==> config.mk <==
export PLATFORM = sky130hd
export DESIGN_NAME = instr_fetch_flat
export DESIGN_NICKNAME = d
export VERILOG_FILES = /design/src/rtl/instr_fetch_pkg.sv /design/src/rtl/instr_fetch_if.sv /design/src/rtl/instr_fetch_pc_next.sv /design/src/rtl/instr_fetch.sv /design/src/flat_wrapper.sv
export SDC_FILE = /design/constraint.sdc
export NUM_CORES = 1
export LEC_CHECK = 0
export BUFFER_PORTS_ARGS = -buffer_cell sky130_fd_sc_hd__buf_2
export CAP_MARGIN = 5
export CORE_AREA = 10 10 89 149
export CTS_BUF_LIST = sky130_fd_sc_hd__clkbuf_8 sky130_fd_sc_hd__clkbuf_16
export DETAILED_ROUTE_END_ITERATION = 8
export DIE_AREA = 0 0 99 159
export MAX_ROUTING_LAYER = met4
export PLACE_DENSITY = 0.86
export SLEW_MARGIN = 20
export SYNTH_ARGS = -nofsm -noshare
export SYNTH_HDL_FRONTEND = slang
export SYNTH_SLANG_ARGS = --single-unit
==> constraint.sdc <==
create_clock -name clk -period 4.6 [get_ports clk]
set_input_delay 0.23 -clock clk [delete_from_list [all_inputs] [get_ports clk]]
set_output_delay 0.23 -clock clk [all_outputs]
set_load 0.01 [all_outputs]
==> src/rtl/instr_fetch_pkg.sv <==
// Shared types and constants for the instruction fetch stage.
// The FSM encoding, instruction field positions and PC alignment helpers live here.
package instr_fetch_pkg;

    typedef enum logic {
        FETCH = 1'b0,
        HOLD  = 1'b1
    } stateT;

    localparam int          OPCODE_MSB       = 31;
    localparam int          OPCODE_LSB       = 26;
    localparam logic [31:0] DEFAULT_RESET_PC = 32'h0000_0000;
    localparam int          WORD_SHIFT       = 2;

    // Instruction addresses are word aligned; the low two bits are never kept.
    function automatic logic [31:0] wordAlign(input logic [31:0] addr);
        return {addr[31:2], 2'b00};
    endfunction

endpackage

==> src/rtl/instr_fetch_if.sv <==
// Instruction-memory request/response bus between the fetch stage and memory.
// master = fetch stage, slave = memory.
interface instr_fetch_if;
    logic        req;
    logic [31:0] addr;
    logic        ack;
    logic [31:0] rdata;

    modport master (output req, output addr, input ack, input rdata);
    modport slave  (input req, input addr, output ack, output rdata);
endinterface

==> src/rtl/instr_fetch_pc_next.sv <==
// Combinational next-PC logic: sequential increment or taken-branch target.
// All arithmetic wraps modulo 2^32.
module pc_next
    import instr_fetch_pkg::*;
(
    input  logic [31:0] pc,
    input  logic        branch,
    input  logic        aluZero,
    input  logic [31:0] branchOffset,
    output logic [31:0] pcPlus4,
    output logic [31:0] nextPc
);

    logic [31:0] branchTarget;

    always_comb begin
        pcPlus4      = wordAlign(pc + 32'd4);
        branchTarget = pcPlus4 + (branchOffset << WORD_SHIFT);
        nextPc       = (branch && aluZero) ? wordAlign(branchTarget) : pcPlus4;
    end

endmodule

==> src/rtl/instr_fetch.sv <==
// Instruction fetch stage: issues a request at pc, holds the returned word for decode,
// then advances to the next sequential or branch address. Reissues on memory timeout.
module instr_fetch
    import instr_fetch_pkg::*;
#(
    parameter logic [31:0] RESET_PC = DEFAULT_RESET_PC,
    parameter int          TIMEOUT  = 15
) (
    input  logic                 clk,
    input  logic                 rst,
    instr_fetch_if.master        imem,
    input  logic                 stall,
    input  logic                 branch,
    input  logic                 alu_zero,
    input  logic [31:0]          branch_offset,
    output logic [31:0]          instr,
    output logic                 instr_valid,
    output logic [5:0]           opcode,
    output logic [31:0]          pc_plus4,
    output logic                 fault
);

    localparam int          CNT_W     = (TIMEOUT > 2) ? $clog2(TIMEOUT) : 1;
    localparam logic [CNT_W-1:0] CNT_LAST = CNT_W'(TIMEOUT - 1);
    localparam logic [31:0] START_PC  = wordAlign(RESET_PC);

    stateT            state;
    logic [31:0]      pc;
    logic [31:0]      instrReg;
    logic [CNT_W-1:0] waitCnt;
    logic             faultReg;
    logic [31:0]      nextPc;

    pc_next uPcNext (
        .pc           (pc),
        .branch       (branch),
        .aluZero      (alu_zero),
        .branchOffset (branch_offset),
        .pcPlus4      (pc_plus4),
        .nextPc       (nextPc)
    );

    always_ff @(posedge clk or posedge rst) begin
        if (rst) begin
            state    <= FETCH;
            pc       <= START_PC;
            instrReg <= 32'h0;
            waitCnt  <= '0;
            faultReg <= 1'b0;
        end else begin
            case (state)
                FETCH: begin
                    // An ack on the timeout cycle takes priority over the reissue.
                    if (imem.ack) begin
                        instrReg <= imem.rdata;
                        waitCnt  <= '0;
                        state    <= HOLD;
                    end else if (waitCnt == CNT_LAST) begin
                        waitCnt  <= '0;
                        faultReg <= 1'b1;
                    end else begin
                        waitCnt  <= waitCnt + CNT_W'(1);
                    end
                end
                HOLD: begin
                    // Branch inputs matter only on this edge; memory acks here are ignored.
                    if (!stall) begin
                        pc      <= nextPc;
                        waitCnt <= '0;
                        state   <= FETCH;
                    end
                end
                default: state <= FETCH;
            endcase
        end
    end

    assign imem.req    = (state == FETCH);
    assign imem.addr   = pc;
    assign instr       = instrReg;
    assign instr_valid = (state == HOLD);
    assign opcode      = instrReg[OPCODE_MSB:OPCODE_LSB];
    assign fault       = faultReg;

endmodule

==> src/flat_wrapper.sv <==
// flat-port wrapper written by rule: the top's interface ports become plain ports
module instr_fetch_flat import instr_fetch_pkg::*;
#(
    parameter logic [31:0] RESET_PC = DEFAULT_RESET_PC,
    parameter int          TIMEOUT  = 15
)
  (clk, rst, stall, branch, alu_zero, branch_offset, instr, instr_valid, opcode, pc_plus4, fault, imem_req, imem_addr, imem_ack, imem_rdata);
  instr_fetch_if imem_i ();
  input  logic clk;
  input  logic rst;
  input  logic stall;
  input  logic branch;
  input  logic alu_zero;
  input  logic [31:0] branch_offset;
  output logic [31:0] instr;
  output logic instr_valid;
  output logic [5:0] opcode;
  output logic [31:0] pc_plus4;
  output logic fault;
  output wire logic [$bits(imem_i.req)-1:0] imem_req;
  output wire logic [$bits(imem_i.addr)-1:0] imem_addr;
  input wire logic [$bits(imem_i.ack)-1:0] imem_ack;
  input wire logic [$bits(imem_i.rdata)-1:0] imem_rdata;
  assign imem_req = imem_i.req;
  assign imem_addr = imem_i.addr;
  assign imem_i.ack = imem_ack;
  assign imem_i.rdata = imem_rdata;
  instr_fetch #(.RESET_PC(RESET_PC), .TIMEOUT(TIMEOUT)) u_core (.clk(clk), .rst(rst), .imem(imem_i), .stall(stall), .branch(branch), .alu_zero(alu_zero), .branch_offset(branch_offset), .instr(instr), .instr_valid(instr_valid), .opcode(opcode), .pc_plus4(pc_plus4), .fault(fault));
endmodule
# --- Yosys cells after proc, flatten, opt, wreduce, memory -nomap -nowiden ---
# Index checks and enable logic that the tools add are counted.
word_totals:
  reg_bits: 70
  inputBits: 70
  output_inout_bits: 105
  elab_cells: 25
classes:
  add_sub_neg: 3
  eq_ne: 2
  n_mux: 8
  bitwise_logic: 3
  n_reduce_logical: 4
ops:
  columns: ["operator", "n"]
  rows:
  - ["adder 32 x 3 -> 32 bit (second input constant)", 1]
  - ["adder 32 bit", 1]
  - ["two-way mux 32 bit", 1]
  - ["two-way mux 4 bit", 3]
  - ["case mux 4 bit (2 select lines)", 1]
  - ["adder 4 x 1 -> 4 bit (second input constant)", 1]
  - ["equality test 4 bit (second input constant)", 1]
  - ["AND reduction 2 bit", 2]
  - ["NOT 1 bit", 3]
  - ["AND reduction 3 bit", 1]
  - ["two-way mux 1 bit", 2]
  - ["inequality test 2 bit (second input constant)", 1]
  - ["case mux 1 bit (2 select lines)", 1]
  - ["logical AND 1 bit", 1]

# --- Logic depth before layout (Yosys ltp) ---
# Gate-level depths: netlist of the first run.
depth:
  ltp_word: 4
  depth_mapped: 17
  depth_no_buf: 16

# --- Modules after synthesis ---
# From an unflattened synthesis of the first run, not the netlist that was laid out.
hier_totals:
  hier_cells: 569
  area_unflattened_um2: 5654.2
by_module_without_submodules:
  columns: ["mod", "instances", "cells_per_inst", "area_per_inst_um2", "seq_area_each_um2"]
  rows:
  - ["instr_fetch", 1, 171, 3027.9, 1751.7]
  - ["pc_next", 1, 398, 2626.3, 0.0]

# --- Worst setup path before layout of the first run ---
# No wires, ideal clock.
synth_timing:
  path_type: "reg-to-reg"
  from: "register u_core.pc[2] (netlist: u_core.imem.addr[2])"
  to: "register u_core.pc[31] (netlist: u_core.imem.addr[31])"
  arrival_ns: 3.807
  t_required_ns: 4.461
  path_slack_ns: 0.654
  path_stages_with_launch: 17
  path_buffers: 1
  period_less_slack_ns: 3.946
  cell_sequence: "dfrtp_1 > ha_1 > and4_1 > nand2_1 > nor3_1 > nand2_1 > xnor2_1 > ha_1 > buf_6 > a21o_1 > nor2b_1 > a221oi_2 > o2111a_1 > a211oi_2 > o41ai_2 > a211oi_1 > or4_1"
synth_between:
  elab_chain_cells: 3
synth_rtl:
  columns: ["item", "line_no", "source"]
  rows:
  - ["from (decl)", "instr_fetch.sv:28", "logic [31:0] pc;"]
  - ["from (signal assigned)", "instr_fetch.sv:68", "pc <= nextPc;"]
  - ["adder 32 x 3 -> 32 bit", "instr_fetch_pc_next.sv:17", "pcPlus4 = wordAlign(pc + 32'd4);"]
  - ["via pc_plus4[20]", "flat_wrapper.sv:18", "output logic [31:0] pc_plus4;"]
  - ["adder 32 bit", "instr_fetch_pc_next.sv:18", "branchTarget = pcPlus4 + (branchOffset << WORD_SHIFT);"]
  - ["two-way mux 32 bit", "instr_fetch_pc_next.sv:19", "nextPc = (branch && aluZero) ? wordAlign(branchTarget) : pcPlus4;"]
# The timed path passes the listed nets, and every way through them passes these cells.
# A chain may end at the register's enable or synchronous reset.

# --- Worst setup path in the final report of the first run ---
layout_timing:
  from: "register u_core.pc[3] (netlist: u_core.imem.addr[3])"
  to: "register u_core.pc[31] (netlist: u_core.imem.addr[31])"
layout_between:
  elab_chain_cells: 3
layout_rtl:
  columns: ["item", "line_no"]
  rows:
  - ["adder 32 x 3 -> 32 bit (*)", "instr_fetch_pc_next.sv:17"]
  - ["adder 32 bit", "instr_fetch_pc_next.sv:18"]
  - ["two-way mux 32 bit (*)", "instr_fetch_pc_next.sv:19"]
# Every way passes the cells marked *; elsewhere a longest branch is shown, timed or not.

==> results of run 1 <==
[worst max-delay path: stages (launching register included)]
cell	delay (ns)
dfrtp_1	0.40
ha_1	0.27
and4_1	0.29
nand2_1	0.17
nor2_1	0.17
nand4_1	0.13
xnor2_1	0.33
ha_1	0.38
a21oi_2	0.24
o21ai_1	0.11
a221oi_2	0.40
o2111a_1	0.29
a211oi_2	0.10
o41ai_2	0.32
a211oi_1	0.08
or4_1	0.52
[kinds of logic (layout without fill, tap and decap cells)]
logic type	count (synthesis)	in the layout
flip-flops	68	68
XOR/XNOR	42	42
adder cells (fa/ha/maj)	39	39
AO/OA/AOI/OAI	190	190
other	1	4
buffers and inverters	59	212
AND/OR/NAND/NOR	207	207
multiplexers	36	36
[sequential cells by signal, indices dropped and copies added (netlist names)]
| register | cells |
|---|---|
| u_core.imem.addr | 30 |
| u_core.fault | 1 |
| u_core.instr | 32 |
| u_core.waitCnt | 4 |
| u_core.instr_valid | 1 |
[power groups by stage]
stage / logic [W] / clock network, W / registers (W)
floorplan: 0.00177 / 0 / 0.00106
global route: 0.00286 / 0.000739 / 0.00108
global placement: 0.00255 / 0 / 0.00104
CTS: 0.00260 / 0.000706 / 0.00104
finish: 0.00263 / 0.000699 / 0.00105
detailed placement: 0.00258 / 0 / 0.00105
[worst paths after layout]
check,end,slack [ns],depth (start not counted)
min reg2reg,u_core.fault,0.46,1
max,u_core.imem.addr[31],0.26,15
max reg2reg,u_core.imem.addr[31],0.26,15
min in group asynchronous,u_core.instr[23],0.15,3
max in group asynchronous,u_core.imem.addr[8],3.86,3
min,u_core.instr[26],0.12,2
[per-layer routing]
layer	up-vias	wire length, µm	part of all wire, %
li1	2641	-	-
met1	2638	6420	36
met2	278	9130	51
met3	72	1350	7.5
met4	0	1050	5.9
met5	-	0	0
[per-stage QoR]
step                cells  hold slack, ns  area [µm²]  power (W)
floorplan             645           0.379        5580    0.00284
global placement      912           0.445        6410    0.00359
detailed placement    912           0.453        6410    0.00363
CTS                   928           0.119        6710    0.00435
global route          928           0.116        6720    0.00468
finish                928           0.121        6720    0.00437
[cell usage after synthesis, types with 14 or more instances]
cell	n	share of area (%)
a21oi_1	63	5.7
buf_4	14	1.9
clkbuf_1	16	1.1
dfrtp_1	68	31
ha_1	38	8.5
inv_1	18	1.2
mux2_2	32	6.5
nand2_1	60	4.0
nand3_1	28	2.5
nor2_1	48	3.2
o21ai_0	41	3.7
xnor2_1	30	4.7
[cell usage in the layout (no fill, tap or decap), drive strengths merged, types with 4 or more instances in the layout]
cell | Yosys | layout
o21bai | 8 | 8
dfrtp | 68 | 68
a21o | 14 | 14
nand3 | 29 | 29
clkinv | 0 | 5
mux2 | 34 | 34
a21oi | 64 | 64
inv | 18 | 19
o21ai | 43 | 43
and4 | 4 | 4
and3 | 12 | 12
clkbuf | 17 | 9
xor2 | 12 | 12
nor2 | 48 | 48
nand2b | 4 | 4
and2 | 4 | 4
conb | 1 | 4
nand4 | 13 | 13
nor4 | 4 | 4
a211oi | 7 | 7
ha | 38 | 38
a31oi | 8 | 8
xnor2 | 30 | 30
nor3 | 13 | 13
nor2b | 4 | 4
nand2 | 61 | 61
buf | 24 | 178
o22ai | 8 | 8
[cell type report]
| type | count | area [µm²] |
|---|---|---|
| fill | 918 | 3980 |
| clock inverter | 7 | 75.1 |
| inverter | 18 | 67.6 |
| multi-input combinational | 518 | 3570 |
| sequential | 68 | 1700 |
| timing repair buffer | 178 | 916 |
| tap | 130 | 163 |
| clock buffer | 9 | 225 |
==> out/results.txt, run 1 <==
Place WS: 0.306 ns
Final Worst Setup Slack: 0.261 ns
DRC errors left: 0
vias in the first global route: 5584
Netlist cell types: 80
clock root buffer: clkbuf_16
Post-Synth Adder-Cell Area: 8.89%
Wirelength per Cell: 19.3 µm
TritonCTS buffer count: 9
Crit. End Element: register
Crit path required time: 4.81 ns
Synth warnings: 0
Slew Viols, Final: 0
Post-CTS Setup Bufs: 0
Worst-Margin Slew: 0.996 ns
nature of the critical path startpoint: register
outcome: finished, final reports clean
row count: 50
core box area: 10700 µm²
Initial DRC Count: 304
final core utilization: 62.8%
Worst EP arrival: 4.55 ns
part of the power in registers: 23.9%
Cell Area, Synth: 5570 µm²
Final Skew: 0.00707 ns
number of enable flip-flop cells after synthesis: 0
Final Hold Violating Endpoints: 0
clk buf depth: 2
min-delay src: imem_rdata[26]
global-route wire length before repair: 28400 µm
die footprint: 15700 µm²
final setup violation count: 0
ANT nets after route: 0
leakage: 3.15 nW
mux share of post-synthesis cell area: 7.23%
#FFs+latches synth: 68
layout cell share with drive strength beyond 1: 31.0%
Synth async-reset ratio: 100%
TritonCTS clock tree: built
met1 Resource Use GR: 22.9%
CTS H-Tree Depth: 3
unrepaired setup endpoints after global routing: false
Post-Synth XOR/XNOR Area: 6.60%
most used routing layer: met2
reg2reg start: u_core.imem.addr[3]
ANT cells: 0
Comb pwr share: 60.1%
largest family of logic cells by synthesized area: compound AO/OA/AOI/OAI gates
largest net degree at the start of global routing: 69
HP Class: input port to register
via/cell ratio: 6.07
clock net sink count: 68
predominant post-synthesis flop cell: dfrtp_1
clock slew at reported path FFs: 0.06 ns
Max FO, Critical Path: 7
grt met2 use: 37.8%
cts hold-fix bufs: 0
DIE HEIGHT: 159 µm
sequential fraction of the synthesis area: 30.5%
Overflow after GRT: 0
synthesis-to-layout area growth: 20.6%
Max-Slew Margin vs Limit: 33.6%
antenna violations before repair: 0
routed via count: 5629
post-synthesis simple-gate area fraction: 18.4%
power density over the cells: 650 nW/µm²
Pre-Repair DR Iteration Count: 5
internal power: 0.00228 W
GRT met3 Usage: 5.08%
Max Fclk: 230 MHz
DPL Wire Length: 13900 µm
switching pwr: 0.00209 W
# port buffers: 168
final WL: 18000 µm
maxcap violations: 0
crit path time final: 4.34 ns
Die W: 99 µm
gr usage total: 22.4%
fin crit share: 94.3%
clock power share: 16.0%
Nets: 902
routability cong.: 0.981
Starting Density: 52.1%
Net Sw Frac: 47.7%
CP Class: register to register
top-level I/O count: 175
Worst-Skew Late Latency: 0.34 ns
Final TNS setup: 0 ns
Post-Syn Instances: 642
post-CTS sizing: 0
worst setup path start: u_core.imem.addr[3]
average size of a mapped cell: 8.68 µm²
post-synthesis compound-gate area fraction: 22.6%
Peak VDD IR: 411 µV
Note: power is estimated with default switching activity, not from simulation.
==> inputs of run 2 (changes only) <==
--- a/config.mk
+++ b/config.mk
@@ -7,10 +7,10 @@
 export LEC_CHECK = 0
 export BUFFER_PORTS_ARGS = -buffer_cell sky130_fd_sc_hd__buf_2
 export CAP_MARGIN = 5
-export CORE_AREA = 10 10 89 149
+export CORE_AREA = 2 2 81 141
 export CTS_BUF_LIST = sky130_fd_sc_hd__clkbuf_8 sky130_fd_sc_hd__clkbuf_16
 export DETAILED_ROUTE_END_ITERATION = 8
-export DIE_AREA = 0 0 99 159
+export DIE_AREA = 0 0 83 143
 export MAX_ROUTING_LAYER = met4
 export PLACE_DENSITY = 0.86
 export SLEW_MARGIN = 20
==> run 2 against run 1 <==
Die area decreased by 25%. Critical endpoint unchanged. Total power is 0.30% higher. Global-route usage up 5.5 points. Sequential share of layout area shrank 0.099 points. Combinational power hardly changed. Critical path type unchanged. Worst setup slack improved by 0.029 ns. Count of clock-buffer cells in the layout unchanged. Sequential power about the same. Wire length down 6.7%. Hold slack got worse by 0.0022 ns.
==> out/results.txt, run 2 (same netlist as run 1, synthesis figures left out) <==
TritonCTS clock tree: built
r2r endpoint: u_core.imem.addr[31]
HP Class: input port to register
hold path endpoint: u_core.instr[17]
antenna violations before repair: 0
power density over the cells: 650 nW/µm²
Crit. End Element: register
Reg2Reg Depth: 15
CP Class: register to register
gr usage total: 27.9%
DRC errors left: 0
Place WS: 0.339 ns
Pre-Repair DR Iteration Count: 7
clock slew at reported path FFs: 0.06 ns
Wirelength per Cell: 18.0 µm
commonest non-fill, non-tap cell in the layout: buf_2
final setup violation count: 0
Net Sw Frac: 47.5%
TritonCTS buffer count: 9
clk buf depth: 2
top-level I/O count: 175
Register Area: 1700 µm²
Final Skew: 0.00739 ns
nature of the critical path startpoint: register
vias in the first global route: 5422
Worst-Skew Late Latency: 0.34 ns
largest net degree at the start of global routing: 69
switching pwr: 0.00208 W
layout cell share with drive strength beyond 1: 31.1%
Post-CTS Setup Bufs: 0
placed cells: 914
unrepaired setup endpoints after global routing: false
clock root buffer: clkbuf_16
internal power: 0.00230 W
ANT nets after route: 0
leakage: 3.16 nW
clock net sink count: 68
row count: 50
routed via count: 5675
Final Hold Violating Endpoints: 0
worst hold slack: 0.119 ns
fillcell total: 907
Max-Slew Margin vs Limit: 33.6%
Worst EP arrival: 4.53 ns
Peak VDD IR: 423 µV
Hold Crit Depth: 2
global-route wire length before repair: 26000 µm
Final Worst Setup Slack: 0.289 ns
most frequent cells in the layout: buf_2, dfrtp_1, a21oi_1
ANT cells: 0
Die W: 83 µm
Slew Viols, Final: 0
die footprint: 11900 µm²
part of the power in registers: 24.0%
max reg flops: 32
fin crit share: 93.7%
DIE HEIGHT: 143 µm
crit path time final: 4.31 ns
DPL Wire Length: 12500 µm
# port buffers: 168
Crit path required time: 4.82 ns
Comb pwr share: 59.6%
Finished Cell Area: 6750 µm²
Worst-Margin Slew: 0.997 ns
Post-DP Area: 6430 µm²
CTS H-Tree Depth: 3
Max Fclk: 232 MHz
outcome: finished, final reports clean
routability cong.: 1.05
maxcap violations: 0
worst reg2reg setup slack: 0.29 ns
final WL: 16800 µm
core box area: 10700 µm²
via/cell ratio: 6.10
clock power share: 16.5%
Nets: 904
min-delay src: imem_rdata[17]
Overflow after GRT: 0
Final TNS setup: 0 ns
Initial DRC Count: 423
Max FO, Critical Path: 7
reg2reg start: u_core.imem.addr[2]
synthesis-to-layout area growth: 21.1%
Multi-input gate area: 3580 µm²
post-route insts no fill: 930
Starting Density: 52.1%
run 2: changes by cell type in the layout (fill, tap and decap cells not counted), sizes merged:
| cell | previous run | this run |
|---|---|---|
| inv | 19 | 22 |
| clkinv | 5 | 0 |
| clkinvlp | 0 | 2 |
| buf | 178 | 180 |
run 2: layout make-up:
type,instances,area share [%]
inverters,18,1.00
multi-input cells,518,53.0
clock inverters,7,1.19
well taps,130,2.41
flip-flops and latches,68,25.2
repair buffers,180,13.8
clock buffers,9,3.34
run 2: worst max-delay path by stage:
stage / start / to / slack (ns) / depth (start not counted)
floorplan: u_core.imem.addr[2] / u_core.imem.addr[31] / 0.65 / 16
global placement: u_core.imem.addr[2] / u_core.imem.addr[31] / 0.40 / 15
detailed placement: u_core.imem.addr[2] / u_core.imem.addr[31] / 0.34 / 15
CTS: u_core.imem.addr[2] / u_core.imem.addr[31] / 0.30 / 15
global route: u_core.imem.addr[2] / u_core.imem.addr[31] / 0.005 / 15
finish: u_core.imem.addr[2] / u_core.imem.addr[31] / 0.29 / 15
run 2: critical path, cell delays in order (launching register included):
cell	delay [ns]
dfrtp_1	0.40
ha_1	0.20
and4_1	0.28
nand2_1	0.17
nor2_1	0.20
nand4_1	0.18
xnor2_2	0.28
ha_1	0.38
a21oi_2	0.26
o21ai_1	0.13
a221oi_2	0.39
o2111a_1	0.26
a211oi_2	0.09
o41ai_2	0.34
a211oi_1	0.08
or4_1	0.53
run 2: through the flow:
stage	total power, W	util [%]
2_1_floorplan	0.00284	-
3_3_place_gp	0.00357	60.1
3_5_place_dp	0.00361	60.1
4_1_cts	0.00435	62.9
5_1_grt	0.00467	63.1
6_report	0.00438	63.1
run 2: repair_timing:
item                                    4_1_cts  5_1_grt
resized for setup                             0        2
hold buffers                                  0        0
endpoints found under the setup margin        0        2
run 2: power by group through the flow:
stage	clock, W	sequential [W]	combinational [W]
6_report	0.000722	0.00105	0.00261
5_1_grt	0.000753	0.00108	0.00284
4_1_cts	0.000726	0.00104	0.00258
3_5_place_dp	0	0.00105	0.00256
3_3_place_gp	0	0.00104	0.00253
2_1_floorplan	0	0.00106	0.00177
run 2: metal layers:
metal	GRT usage, %	routed length (µm)	up-vias
met5	-	0	-
met4	19.4	1090	0
met3	5.03	1040	77
met2	48.6	8660	307
met1	28.1	5950	2630
li1	-	-	2661
==> inputs of run 3 (changes only) <==
--- a/config.mk
+++ b/config.mk
@@ -5,14 +5,15 @@
 export SDC_FILE = /design/constraint.sdc
 export NUM_CORES = 1
 export LEC_CHECK = 0
+export ABC_AREA = 1
 export BUFFER_PORTS_ARGS = -buffer_cell sky130_fd_sc_hd__buf_2
 export CAP_MARGIN = 5
-export CORE_AREA = 2 2 81 141
+export CORE_AREA = 2 2 141 88
 export CTS_BUF_LIST = sky130_fd_sc_hd__clkbuf_8 sky130_fd_sc_hd__clkbuf_16
 export DETAILED_ROUTE_END_ITERATION = 8
-export DIE_AREA = 0 0 83 143
+export DIE_AREA = 0 0 143 90
 export MAX_ROUTING_LAYER = met4
-export PLACE_DENSITY = 0.86
+export PLACE_DENSITY = 0.85
 export SLEW_MARGIN = 20
 export SYNTH_ARGS = -nofsm -noshare
 export SYNTH_HDL_FRONTEND = slang
==> run 3 against run 2 <==
Worst setup slack improved by 0.86 ns. Critical path type unchanged. Count of clock-buffer cells in the layout unchanged. Total power increased by 2.1%. Critical path depth grew 6. Critical endpoint unchanged.
==> out/results.txt, run 3 <==
outcome: finished, final reports clean
max reg flops: 32
via/cell ratio: 5.27
TritonCTS clock tree: built
fin crit share: 75.1%
#FFs+latches synth: 68
worst reg2reg setup slack: 1.15 ns
Overflow after GRT: 0
Crit. End Element: register
Slew Viols, Final: 0
Synth async-reset ratio: 100%
family with the most delay on the worst path: simple AND/OR/NAND/NOR gates
most common cell in the synthesized netlist: nand2_1
Wirelength per Cell: 15.5 µm
gr usage total: 30.4%
Register Area: 1700 µm²
ANT nets after route: 0
TritonCTS buffer count: 9
Hold Crit Depth: 2
CTS H-Tree Depth: 3
Multi-input gate area: 3720 µm²
fillcell total: 1033
Starting Density: 51.5%
Finished Cell Area: 7280 µm²
Netlist cell types: 41
Pre-Repair DR Iteration Count: 5
Worst-Skew Late Latency: 0.33 ns
Peak VDD IR: 228 µV
min-delay src: imem_ack
Post-CTS Setup Bufs: 0
unrepaired setup endpoints after global routing: false
leakage: 4.03 nW
top post-synthesis cells by area: dfrtp_1, nand2_1, ha_1
post-CTS sizing: 0
Max FO, Critical Path: 7
clock root buffer: clkbuf_16
global-route wire length before repair: 29800 µm
most used routing layer: met1
Reg2Reg Depth: 21
clk buf depth: 2
Synth warnings: 0
GRT met3 Usage: 7.88%
maxcap violations: 0
Buf/Inv on CP: 2
predominant post-synthesis flop cell: dfrtp_1
placed cells: 1201
Max Fclk: 290 MHz
DIE HEIGHT: 90 µm
post-route insts no fill: 1217
crit path cell chain: ha_1 -> nand2_1 -> nor2_1 -> nand2_1 -> nor2_1 -> nand3_1 -> xor2_1 -> buf_4 -> ha_1 -> nand2_1 -> nand2_1 -> nand2_1 -> nand2_1 -> nand2_1 -> nand2_1 -> inv_1 -> nand2_1 -> a21oi_1 -> nand2_1 -> nand3_1 -> a21oi_1
power density over the cells: 615 nW/µm²
DPL Wire Length: 14800 µm
Initial DRC Count: 779
crit-path most repeated cell: nand2_1
Worst EP arrival: 3.66 ns
nature of the critical path startpoint: register
cts hold-fix bufs: 0
Post-DP Area: 6960 µm²
met1 Resource Use GR: 43.7%
area leader, netlist: dfrtp_1
final setup violation count: 0
largest net degree at the start of global routing: 69
crit path time final: 3.45 ns
CP Class: register to register
worst setup path start: u_core.imem.addr[2]
Final TNS setup: 0 ns
reg2reg start: u_core.imem.addr[2]
Cell Area, Synth: 6010 µm²
clock slew at reported path FFs: 0.06 ns
DRC errors left: 0
Final Hold Violating Endpoints: 0
slowest CP cell: dfrtp_1
grt met2 use: 43.2%
core box area: 11700 µm²
r2r endpoint: u_core.imem.addr[31]
Crit path largest cell delay: 0.48 ns
top cells by count, synth: nand2_1, inv_1, nor2_1
vias in the first global route: 5777
routed via count: 6410
hold path endpoint: u_core.fault
most frequent cells in the layout: nand2_1, buf_2, inv_1
sequential fraction of the synthesis area: 28.3%
ANT cells: 0
Final Skew: 0.00916 ns
final WL: 18800 µm
Nets: 1156
number of enable flip-flop cells after synthesis: 0
# port buffers: 168
Max-Slew Margin vs Limit: 40.2%
Die W: 143 µm
share of the synthesized area in the top cell type: 28.3%
layout cell share with drive strength beyond 1: 24.1%
HP Class: input port to register
Worst-Margin Slew: 0.897 ns
top-level I/O count: 175
routability cong.: 0.957
die footprint: 12900 µm²
commonest non-fill, non-tap cell in the layout: nand2_1
Post-Syn Instances: 884
row count: 31
antenna violations before repair: 0
average size of a mapped cell: 6.80 µm²
clock net sink count: 68
synthesis-to-layout area growth: 21.2%
Crit path required time: 4.81 ns
## run 3: changes by cell type after synthesis, moves of 22 or more
cell / before / now
nand2_1: 60 / 271
inv_1: 18 / 120
nand3_1: 28 / 75
nor2_1: 48 / 86
a21oi_1: 63 / 38
xnor2_1: 30 / 5
o21ai_0: 41 / 19
## run 3: worst max-delay path by stage
stage,to,slack [ns],depth (start not counted)
finish,u_core.imem.addr[31],1.15,21
global placement,u_core.imem.addr[31],1.43,17
floorplan,u_core.imem.addr[29],1.86,16
CTS,u_core.imem.addr[31],1.24,21
global route,u_core.imem.addr[22],0.93,15
detailed placement,u_core.imem.addr[30],1.37,15
## run 3: per-stage QoR
stage / setup WS [ns] / hold WS [ns] / power (W) / utilization [%]
detailed placement: 1.37 / 0.466 / 0.00364 / 59.6
global placement: 1.43 / 0.446 / 0.00357 / 59.6
floorplan: 1.86 / 0.327 / 0.00277 / -
finish: 1.15 / 0.121 / 0.00448 / 62.4
CTS: 1.24 / 0.119 / 0.00442 / 62.4
global route: 0.933 / 0.122 / 0.00483 / 62.4
## run 3: cell type report
cell class / count / area share, %
clock buffer: 9 / 3.09
clock inverter: 7 / 1.36
inverter: 121 / 6.24
multi-input combinational: 674 / 51.0
sequential: 68 / 23.4
tap: 165 / 2.84
timing repair buffer: 173 / 12.1
## run 3: worst reg2reg max path: stages (launching register included)
cell,delay (ns)
dfrtp_1,0.48
ha_1,0.25
nand2_1,0.11
nor2_1,0.21
nand2_1,0.13
nor2_1,0.17
nand3_1,0.14
xor2_1,0.17
buf_4,0.16
ha_1,0.35
nand2_1,0.10
nand2_1,0.08
nand2_1,0.07
nand2_1,0.07
nand2_1,0.07
nand2_1,0.04
inv_1,0.05
nand2_1,0.07
a21oi_1,0.30
nand2_1,0.11
nand3_1,0.10
a21oi_1,0.08
## run 3: power breakdown
| group | internal [W] | switching, W |
|---|---|---|
| registers | 0.000780 | 0.000242 |
| clock network | 0.000478 | 0.000276 |
| logic | 0.000974 | 0.00173 |
| total | 0.00223 | 0.00224 |
## run 3: cells by family (layout without fill, tap and decap cells)
family	count (synthesis)	after routing	share of synthesized area, %
AND/OR/NAND/NOR	490	490	35.6
buffers and inverters	145	310	10.1
AO/OA/AOI/OAI	89	89	8.49
flip-flops	68	68	28.3
adder cells (fa/ha/maj)	39	39	8.24
multiplexers	32	32	6.00
XOR/XNOR	20	20	3.16
other	1	4	0.0624
## run 3: layer usage
metal  share of wire, %  wire [µm]
met3                 12       2310
met5                  0          0
met2                 41       7810
met1                 45       8420
met4                1.5        283
